### config.mk
export PLATFORM = sky130hd
export DESIGN_NAME = muldiv_seq
export DESIGN_NICKNAME = d
export VERILOG_FILES = /design/src/rtl/muldiv_seq.sv
export SDC_FILE = /design/constraint.sdc
export NUM_CORES = 1
export LEC_CHECK = 0
export CAP_MARGIN = 20
export CORE_ASPECT_RATIO = 1.5
export CORE_MARGIN = 4
export CORE_UTILIZATION = 60
export CTS_CLUSTER_DIAMETER = 40
export DETAILED_ROUTE_END_ITERATION = 12
export HOLD_SLACK_MARGIN = 0.06
export PLACE_DENSITY = 0.82
export SLEW_MARGIN = 10
export SYNTH_ARGS = -nofsm -noshare
export SYNTH_HDL_FRONTEND = slang
export SYNTH_SLANG_ARGS = --single-unit
### constraint.sdc
create_clock -name clk -period 5.8 [get_ports clk]
set_input_delay 1.16 -clock clk [delete_from_list [all_inputs] [get_ports clk]]
set_output_delay 1.16 -clock clk [all_outputs]
set_load 0.05 [all_outputs]
### src/rtl/muldiv_seq.sv
//------------------------------------------------------------------------------
// muldiv_seq -- sequential RV32M multiply/divide unit (shift-add / restoring).
// Optional macro MULDIV_SEQ_EARLY_OUT_EN: divide-by-zero and signed overflow
// skip RUN/FIX and complete one cycle after accept.
// Revision: 1.0 -- initial release
//------------------------------------------------------------------------------
`default_nettype none

module muldiv_seq #(
  parameter int WIDTH = 32
) (
  input  logic             clk,
  input  logic             rst_n,
  input  logic             in_valid,
  output logic             in_ready,
  input  logic [2:0]       op,
  input  logic [WIDTH-1:0] a,
  input  logic [WIDTH-1:0] b,
  input  logic             flush,
  output logic             out_valid,
  input  logic             out_ready,
  output logic [WIDTH-1:0] res,
  output logic             busy
);

  localparam int CW = $clog2(WIDTH) + 1;
  localparam logic [CW-1:0] C_LAST = CW'(WIDTH - 1);

  typedef enum logic [1:0] {
    IDLE = 2'd0,
    RUN  = 2'd1,
    FIX  = 2'd2,
    DONE = 2'd3
  } state_t;

  state_t           state_q, state_d;
  logic [2:0]       op_q, op_d;
  logic             sa_q, sa_d, sb_q, sb_d, dz_q, dz_d;
  logic [WIDTH-1:0] hi_q, hi_d, lo_q, lo_d, opb_q, opb_d, res_q, res_d;
  logic [CW-1:0]    cnt_q, cnt_d;

  // Operand decode at accept: MUL and the unsigned ops work on raw bits.
  logic             w_a_signed, w_b_signed, w_sa, w_sb, w_dz;
  logic [WIDTH-1:0] w_mag_a, w_mag_b;

  assign w_a_signed = (op == 3'b001) || (op == 3'b010) || (op == 3'b100) || (op == 3'b110);
  assign w_b_signed = (op == 3'b001) || (op == 3'b100) || (op == 3'b110);
  assign w_sa       = w_a_signed & a[WIDTH-1];
  assign w_sb       = w_b_signed & b[WIDTH-1];
  assign w_mag_a    = w_sa ? -a : a;
  assign w_mag_b    = w_sb ? -b : b;
  assign w_dz       = (b == '0);

`ifdef MULDIV_SEQ_EARLY_OUT_EN
  logic             w_ovf;
  logic [WIDTH-1:0] w_early_res;
  assign w_ovf       = op[2] & ~op[0] & (a == {1'b1, {(WIDTH-1){1'b0}}}) & (b == '1);
  assign w_early_res = w_dz ? (op[1] ? a : '1) : (op[1] ? '0 : a);
`endif

  // Single shared adder: multiply adds the multiplicand into the high half,
  // divide subtracts the divisor from the shifted partial remainder.
  logic [WIDTH+1:0] w_add_x, w_add_y, w_sum;
  logic             w_add_cin, w_ge;
  logic [WIDTH-1:0] w_step_hi, w_step_lo;

  always_comb begin
    w_add_x   = '0;
    w_add_y   = '0;
    w_add_cin = 1'b0;
    if (op_q[2]) begin
      w_add_x   = {1'b0, hi_q, lo_q[WIDTH-1]};
      w_add_y   = ~{2'b00, opb_q};
      w_add_cin = 1'b1;
    end else begin
      w_add_x = {2'b00, hi_q};
      w_add_y = lo_q[0] ? {2'b00, opb_q} : '0;
    end
  end

  assign w_sum = w_add_x + w_add_y + {{(WIDTH+1){1'b0}}, w_add_cin};
  assign w_ge  = ~w_sum[WIDTH+1];

  always_comb begin
    if (op_q[2]) begin
      w_step_hi = w_ge ? w_sum[WIDTH-1:0] : {hi_q[WIDTH-2:0], lo_q[WIDTH-1]};
      w_step_lo = {lo_q[WIDTH-2:0], w_ge};
    end else begin
      w_step_hi = w_sum[WIDTH:1];
      w_step_lo = {w_sum[0], lo_q[WIDTH-1:1]};
    end
  end

  // Sign fix-up and result selection; zero divisor forces an all-ones quotient.
  logic [2*WIDTH-1:0] w_prod;
  logic [WIDTH-1:0]   w_quot, w_rem, w_fix_res;

  assign w_prod = (sa_q ^ sb_q) ? -{hi_q, lo_q} : {hi_q, lo_q};
  assign w_quot = dz_q ? '1 : ((sa_q ^ sb_q) ? -lo_q : lo_q);
  assign w_rem  = sa_q ? -hi_q : hi_q;

  always_comb begin
    if (op_q[2])
      w_fix_res = op_q[1] ? w_rem : w_quot;
    else
      w_fix_res = (op_q[1:0] == 2'b00) ? w_prod[WIDTH-1:0] : w_prod[2*WIDTH-1:WIDTH];
  end

  always_comb begin
    state_d = state_q;
    op_d    = op_q;
    sa_d    = sa_q;
    sb_d    = sb_q;
    dz_d    = dz_q;
    hi_d    = hi_q;
    lo_d    = lo_q;
    opb_d   = opb_q;
    cnt_d   = cnt_q;
    res_d   = res_q;
    case (state_q)
      IDLE: begin
        if (in_valid) begin
          op_d    = op;
          sa_d    = w_sa;
          sb_d    = w_sb;
          dz_d    = w_dz;
          cnt_d   = '0;
          hi_d    = '0;
          lo_d    = op[2] ? w_mag_a : w_mag_b;
          opb_d   = op[2] ? w_mag_b : w_mag_a;
          state_d = RUN;
`ifdef MULDIV_SEQ_EARLY_OUT_EN
          if (op[2] && (w_dz || w_ovf)) begin
            res_d   = w_early_res;
            state_d = DONE;
          end
`endif
        end
      end
      RUN: begin
        if (flush) begin
          state_d = IDLE;
        end else begin
          hi_d  = w_step_hi;
          lo_d  = w_step_lo;
          cnt_d = cnt_q + CW'(1);
          if (cnt_q == C_LAST) state_d = FIX;
        end
      end
      FIX: begin
        if (flush) begin
          state_d = IDLE;
        end else begin
          res_d   = w_fix_res;
          state_d = DONE;
        end
      end
      DONE: begin
        if (flush || out_ready) state_d = IDLE;
      end
      default: state_d = IDLE;
    endcase
  end

  always_ff @(posedge clk or negedge rst_n) begin
    if (!rst_n) begin
      state_q <= IDLE;
      op_q    <= '0;
      sa_q    <= 1'b0;
      sb_q    <= 1'b0;
      dz_q    <= 1'b0;
      hi_q    <= '0;
      lo_q    <= '0;
      opb_q   <= '0;
      cnt_q   <= '0;
      res_q   <= '0;
    end else begin
      state_q <= state_d;
      op_q    <= op_d;
      sa_q    <= sa_d;
      sb_q    <= sb_d;
      dz_q    <= dz_d;
      hi_q    <= hi_d;
      lo_q    <= lo_d;
      opb_q   <= opb_d;
      cnt_q   <= cnt_d;
      res_q   <= res_d;
    end
  end

  assign in_ready  = (state_q == IDLE);
  assign busy      = (state_q != IDLE);
  assign out_valid = (state_q == DONE);
  assign res       = res_q;

endmodule

`default_nettype wire

==> metrics, run 1 <==
Post-Syn Area per Cell=between 7 and 8 sq um; Hold Buf Count CTS=0; hold wc startpoint=res[29]; Seq pwr share=0.277; DR iter-0 viols=roughly 1,200; Internal Power=~3.3 mW; CTS tree=yes; power density over the cells=436 nW/um^2; Crit. End Element=flip-flop; clk slew on worst S/H paths=roughly 60 ps; nets=1,935; clock root buffer master=clkbuf_16; maximum level of the CTS H-tree=4; crit path max fanout=29; Yosys reg bits=around 140; Max Fclk=around 220 MHz; reg2reg path depth=13; # diodes=0; max-slew violations=0; ys flop type=dfrtp_1; combinational group share of total power=0.550; largest net degree at the start of global routing=between 90 and 100; Cell Chain, Critical Path=inv_1 -> a21boi_0 -> fa_1 -> inv_1 -> fa_1 -> a21o_1 -> a221oi_2 -> o211ai_1 -> a221oi_2 -> a211oi_1 -> o21ai_0 -> a21oi_1 -> o41ai_1; fin crit share=0.769; Worst-Margin Slew=921 ps; worst hold endpoint=res[29]; fin crit period=~4500 ps; Clk pwr share=0.173; hold crit path type=reg2reg; Area Overhead vs Synth=12.4%; reg-to-reg startpoint=op_q[2]; final WL=between 40,000 and 50,000 microns; Starting Density=0.609; crit-path max cell delay=~740 ps; setup_tns=0 ps; Via density=6.72; Post-CTS Setup Bufs=0; sequential element share of the synthesized area=0.261; Net Switching=approximately 3.4 mW; share of layout cells above drive strength 1=0.0768; clk_lat worst skew=roughly 450 ps; most frequent cell after synthesis=nand2_1; GP Congestion=~1.1; Setup CP Type=reg2reg; final setup violation count=0; Worst VDD drop=roughly 0.0003 V; Ys Warns=0; relative slew slack=0.384; max-cap viol count=0; Syn Nets=1,931; hold depth=2; Worst EP arrival=4780 ps; Vias=roughly 14,000; FP Rows=67; critical path data required time=6120 ps; final hold violation count=0; remaining global-route overflow=0; vias in the first global route=13,800; die area=25,200 sq um; initial antenna violation count=0; total power=about 6.7 mW; Critical Path Source Type=flip-flop; clk sink count=142; Worst R2R Setup Slack=roughly 1300 ps; Mapped Cells=around 1,800; Mapped Area=13,600 sq um; # resized after CTS=0; Final HPWL DP=approximately 37,000 microns; Synth top area share=0.261; chip width=between 100 and 150 microns; Synth async-reset ratio=1.00; top post-synthesis cells by count=238 x nand2_1, 199 x o21ai_0, 182 x nor2_1, 172 x a21oi_1, 142 x dfrtp_1; IO buf count=106; Ports=approximately 110; die span in y=~190 microns; TritonRoute pass-1 iters=7; leakage=6.21 nW; run status=finished, final reports clean; Post-DRT Antenna Nets=0; routed len/inst=22.6 microns; unique cell type count in the Yosys netlist=75; clk_skew=between 9 and 10 ps; Synth area leader=dfrtp_1; RSZ-0062 raised after global routing=no; all-layer global routing usage=0.377; global-route wire length before repair=~73,000 microns; CP max stage cell=dfrtp_4; core box area=approximately 22,000 sq um; Post-synth EDFFs=0; Critical R2R Capture=hi_q[28]; Sw Ratio=0.505; Num CTS Buffers=17; Clock Path Buffers=2; Area contributors post-synth=dfrtp_1 26%, o21ai_0 7.3%, nand2_1 6.6%; DRC violations left=0
==> registers in the layout, summed over array words and instances (netlist names) <==
register,flops
hi_q,32
lo_q,32
opb_q,32
res,32
cnt_q,6
op_q,3
state_q,2
dz_q,1
sa_q,1
sb_q,1
==> cells in the final DEF, fill, tap and decap left out, drive strengths merged, types with 14 or more instances in the layout <==
cell | netlist | routed
nor4 | 29 | 29
nand2b | 14 | 14
inv | 33 | 35
or4 | 18 | 18
mux2i | 37 | 37
nand3 | 24 | 24
o41ai | 15 | 15
ha | 37 | 37
clkbuf | 130 | 19
xor2 | 89 | 89
xnor2 | 89 | 89
dfrtp | 142 | 142
o31ai | 26 | 26
a21oi | 172 | 172
buf | 17 | 28
o221ai | 24 | 24
mux2 | 36 | 36
o22ai | 20 | 20
o21ai | 203 | 203
a221oi | 22 | 22
nor2 | 182 | 182
nor3 | 40 | 40
a31oi | 19 | 19
clkdlybuf4s50 | 0 | 104
nand2 | 240 | 240
==> worst max-delay path by stage <==
stage | from | endpoint | slack [ps] | cells after the start
6_report | op_q[2] | hi_q[28] | 1340 | 13
3_5_place_dp | a[0] | lo_q[26] | 1370 | 10
2_1_floorplan | op_q[2] | hi_q[21] | 1610 | 17
5_1_grt | op_q[2] | hi_q[28] | 1040 | 13
3_3_place_gp | a[0] | lo_q[26] | 1510 | 10
4_1_cts | op_q[2] | hi_q[28] | 1370 | 13
==> final cells by class <==
type / count / area (sq um)
Inverter: 33 / 124
Fill cell: 1893 / 7070
Multi-Input combinational cell: 1498 / 9410
Clock buffer: 19 / 443
Tap cell: 276 / 345
Sequential cell: 142 / 3560
Clock inverter: 13 / 164
Timing Repair Buffer: 132 / 1270
==> power groups by stage <==
stage	combinational (mW)	sequential, mW	clock [mW]
after global routing	4.00	1.86	1.20
after CTS	3.59	1.82	1.15
after global placement	3.51	1.82	0
after floorplan	2.93	1.39	0
after detailed placement	3.56	1.83	0
final	3.67	1.85	1.15
==> critical path: cells and delay by family, from the launching register on <==
| kind | cells | cell delay, ps |
|---|---|---|
| AO/OA/AOI/OAI | 9 | 2660 |
| buffers and inverters | 2 | 250 |
| flip-flops | 1 | 740 |
| adder cells (fa/ha/maj) | 2 | 660 |
==> stage by stage <==
stage	worst slack [ps]	util	instance area [sq um]	hold WS, ps	cells
after detailed placement	1370	0.656	14700	469	2080
final	1340	0.684	15300	474	2113
after global placement	1510	0.656	14700	458	2080
after CTS	1370	0.684	15300	483	2112
after global routing	1040	0.684	15300	513	2113
after floorplan	1610	-	13600	455	1820
==> per-layer routing <==
layer | global-route usage | vias to the layer above | share of wire
met5 | 0 | - | 0
met4 | 0.239 | 0 | 0.071
met3 | 0.0714 | 209 | 0.068
met2 | 0.661 | 704 | 0.50
met1 | 0.409 | 6711 | 0.36
li1 | - | 6583 | -
==> logic make-up (layout without fill, tap and decap cells) <==
logic type	count (synthesis)	in the layout	synth area share
and+or+nand+nor	613	613	0.213
AOI/OAI and AO/OA	595	595	0.267
buffers and inverters	180	197	0.0503
xor gates and xnor gates	178	178	0.114
DFF	142	142	0.261
muxes	73	73	0.0569
adders and majority gates	39	39	0.0369
Power figures use the tool's default switching activity.
==> inputs of run 2 (changes only) <==
--- a/config.mk
+++ b/config.mk
@@ -8,11 +8,11 @@
 export CAP_MARGIN = 20
 export CORE_ASPECT_RATIO = 1.5
 export CORE_MARGIN = 4
-export CORE_UTILIZATION = 60
+export CORE_UTILIZATION = 55
 export CTS_CLUSTER_DIAMETER = 40
 export DETAILED_ROUTE_END_ITERATION = 12
 export HOLD_SLACK_MARGIN = 0.06
-export PLACE_DENSITY = 0.82
+export PLACE_DENSITY = 0.79
 export SLEW_MARGIN = 10
 export SYNTH_ARGS = -nofsm -noshare
 export SYNTH_HDL_FRONTEND = slang
==> constraint.sdc (replaced) <==
create_clock -name clk -period 3.6 [get_ports clk]
set_input_delay 0.72 -clock clk [delete_from_list [all_inputs] [get_ports clk]]
set_output_delay 0.72 -clock clk [all_outputs]
set_load 0.05 [all_outputs]
==> run 2 against run 1 <==
Net effect: non-clock buffer count up 164; die area up 8.6%; clock power up 50%; count of clock-buffer cells in the layout down 2; sequential power up 40%; flip-flop and latch count unchanged; sequential share of layout area down 2.1 points; routed wire length up 6.3%; register-to-register slack worse by 1300 ps; core utilization up 0.52 points; design area up 10%; critical endpoint is now hi_q[30]; largest cell class unchanged; largest power group unchanged.
==> metrics, run 2 (synthesis gave the netlist of run 1 again) <==
routed len/inst=21.8 microns (-3.4%); clock root buffer master=clkbuf_16; Starting Density=0.558 (-0.0511); FP Rows=70 (+4.5%); relative slew slack=0.425 (+0.0409); setup_tns=0 ps (unchanged); dpl ws=-26.7 ps (-1400 ps); Finished Core Util=0.689 (+0.00524); Hold Buf Count CTS=0 (unchanged); Ports=107 (unchanged); core box area=24,400 sq um (+9.2%); leakage=7.08 nW (+14%); die area=27,400 sq um (+8.6%); initial antenna violation count=0 (unchanged); clk_skew=9.06 ps (-0.693 ps); Num CTS Buffers=17 (unchanged); global-route wire length before repair=77,600 microns (+5.9%); RSZ-0062 raised after global routing=yes; vias in the first global route=14,200 (+3.2%); Area Overhead vs Synth=23.6%; Vias=14,800 (+4.4%); final setup violation count=0 (unchanged); setup slack after layout=86.6 ps (-1250 ps); Clock Path Buffers=2 (unchanged); max-slew violations=0 (unchanged); Critical Path Source Type=flip-flop; share of layout cells above drive strength 1=0.168 (+0.0912); most frequent cells in the layout=236 x nand2_1, 189 x o21ai_0, 179 x nor2_1, 179 x buf_4, 160 x a21oi_1; power density over the cells=708 nW/um^2 (+63%); remaining global-route overflow=0 (unchanged); DR iter-0 viols=1,205 (+4.1%); Final HPWL DP=39,800 microns (+8.2%); Post-DRT Antenna Nets=0 (unchanged); TritonRoute pass-1 iters=7 (unchanged); GP Congestion=1.01 (-5.6%); Worst EP arrival=3840 ps (-940 ps); final hold violation count=0 (unchanged); die span in y=201 microns (+4.3%); run status=finished, final reports clean; nets=2,099 (+8.5%); Max Fclk=285 MHz (+27%); critical path data required time=3920 ps (-2200 ps); chip width=137 microns (+4.2%); Crit. End Element=flip-flop; Setup CP Type=reg2reg; most common cell after layout, fill and taps aside=nand2_1; fin crit period=3510 ps (-945 ps); DRC violations left=0 (unchanged); CTS tree=yes; IO buf count=106 (unchanged); Finished Layout Cells=2,325 (+10%); all-layer global routing usage=0.364 (-0.0134); # diodes=0 (unchanged); Worst-Margin Slew=855 ps (-66.2 ps); DP Cell Count=2,288 (+10%); clk slew on worst S/H paths=70 ps (about the same); clk_lat worst skew=440 ps (about the same); maximum level of the CTS H-tree=4 (unchanged); Worst VDD drop=0.000492 V (+63%); hold crit path type=in2async; crit path max fanout=14 (-52%); largest net degree at the start of global routing=73 (-25%); final WL=50,700 microns (+6.3%); max-cap viol count=0 (unchanged); clk sink count=142 (unchanged); fin crit share=0.976 (+0.207); Via density=6.38 (-5.1%)
==> run 2: changes by cell type in the layout (fill, tap and decap cells not counted), moves of 4 or more <==
cell     delta
buf_12      +5
inv_8       +4
a21oi_2    +10
inv_6       +6
a21oi_1    -11
o21ai_0    -10
o21ai_1     +8
buf_4     +155
==> run 2: cell type report <==
type	count	area [sq um]
clock buffers	17	425
well taps	324	405
fillers	2082	7590
inverters	33	126
flip-flops and latches	142	3560
clock inverters	15	139
multi-input cells	1498	9600
repair buffers	296	2590
==> run 2: final timing paths <==
kind	start	endpoint	slack, ps	cells after the start
min in group clk	res[25]	res[25]	480	2
worst max-delay path	op_q[2]	hi_q[30]	90	12
max in group asynchronous	rst_n	res[13]	2550	2
worst min register to register	res[25]	res[25]	480	2
worst min-delay path	rst_n	cnt_q[4]	240	1
worst max register to register	op_q[2]	hi_q[30]	90	12
==> run 2: per-stage QoR <==
stage	hold slack [ps]	power (mW)	instance area, sq um
floorplan	424	7.01	13700
global placement	460	9.59	16000
detailed placement	469	9.72	16000
CTS	248	11.5	16600
global route	274	12.6	16800
finish	237	11.9	16800
==> run 2: per-layer routing <==
metal / routed length (microns) / GRT usage / share of wire / vias to the layer above
li1: - / - / - / 6893
met4: 4640 / 0.267 / 0.091 / 0
met2: 24500 / 0.612 / 0.48 / 722
met3: 3490 / 0.0582 / 0.069 / 236
met5: 0 / 0 / 0 / -
met1: 18200 / 0.408 / 0.36 / 6981
==> run 2: timing repair <==
action	CTS	global route
resized for setup	2	48
setup endpoints to repair	5	33
cloned	0	1
pin swaps	2	19
buffers inserted	0	4
==> run 2: power by group <==
group	internal (mW)	switching (mW)	leakage, nW	total [mW]
sequential	1.97	0.620	1.81	2.59
clock	0.917	0.812	0.274	1.73
combinational	3.17	4.44	5.00	7.61
total	6.05	5.87	7.08	11.9
==> run 2: worst max-delay path, stage by stage (launching register included) <==
cell and delay (ps):
dfrtp_4 480, buf_12 160, buf_4 170, mux2_2 350, ha_1 350, a21oi_2 220
o21ai_1 130, o2111a_1 310, a221oi_4 390, a211oi_4 150, o2111a_1 300, nor4_2 270
o31ai_1 100
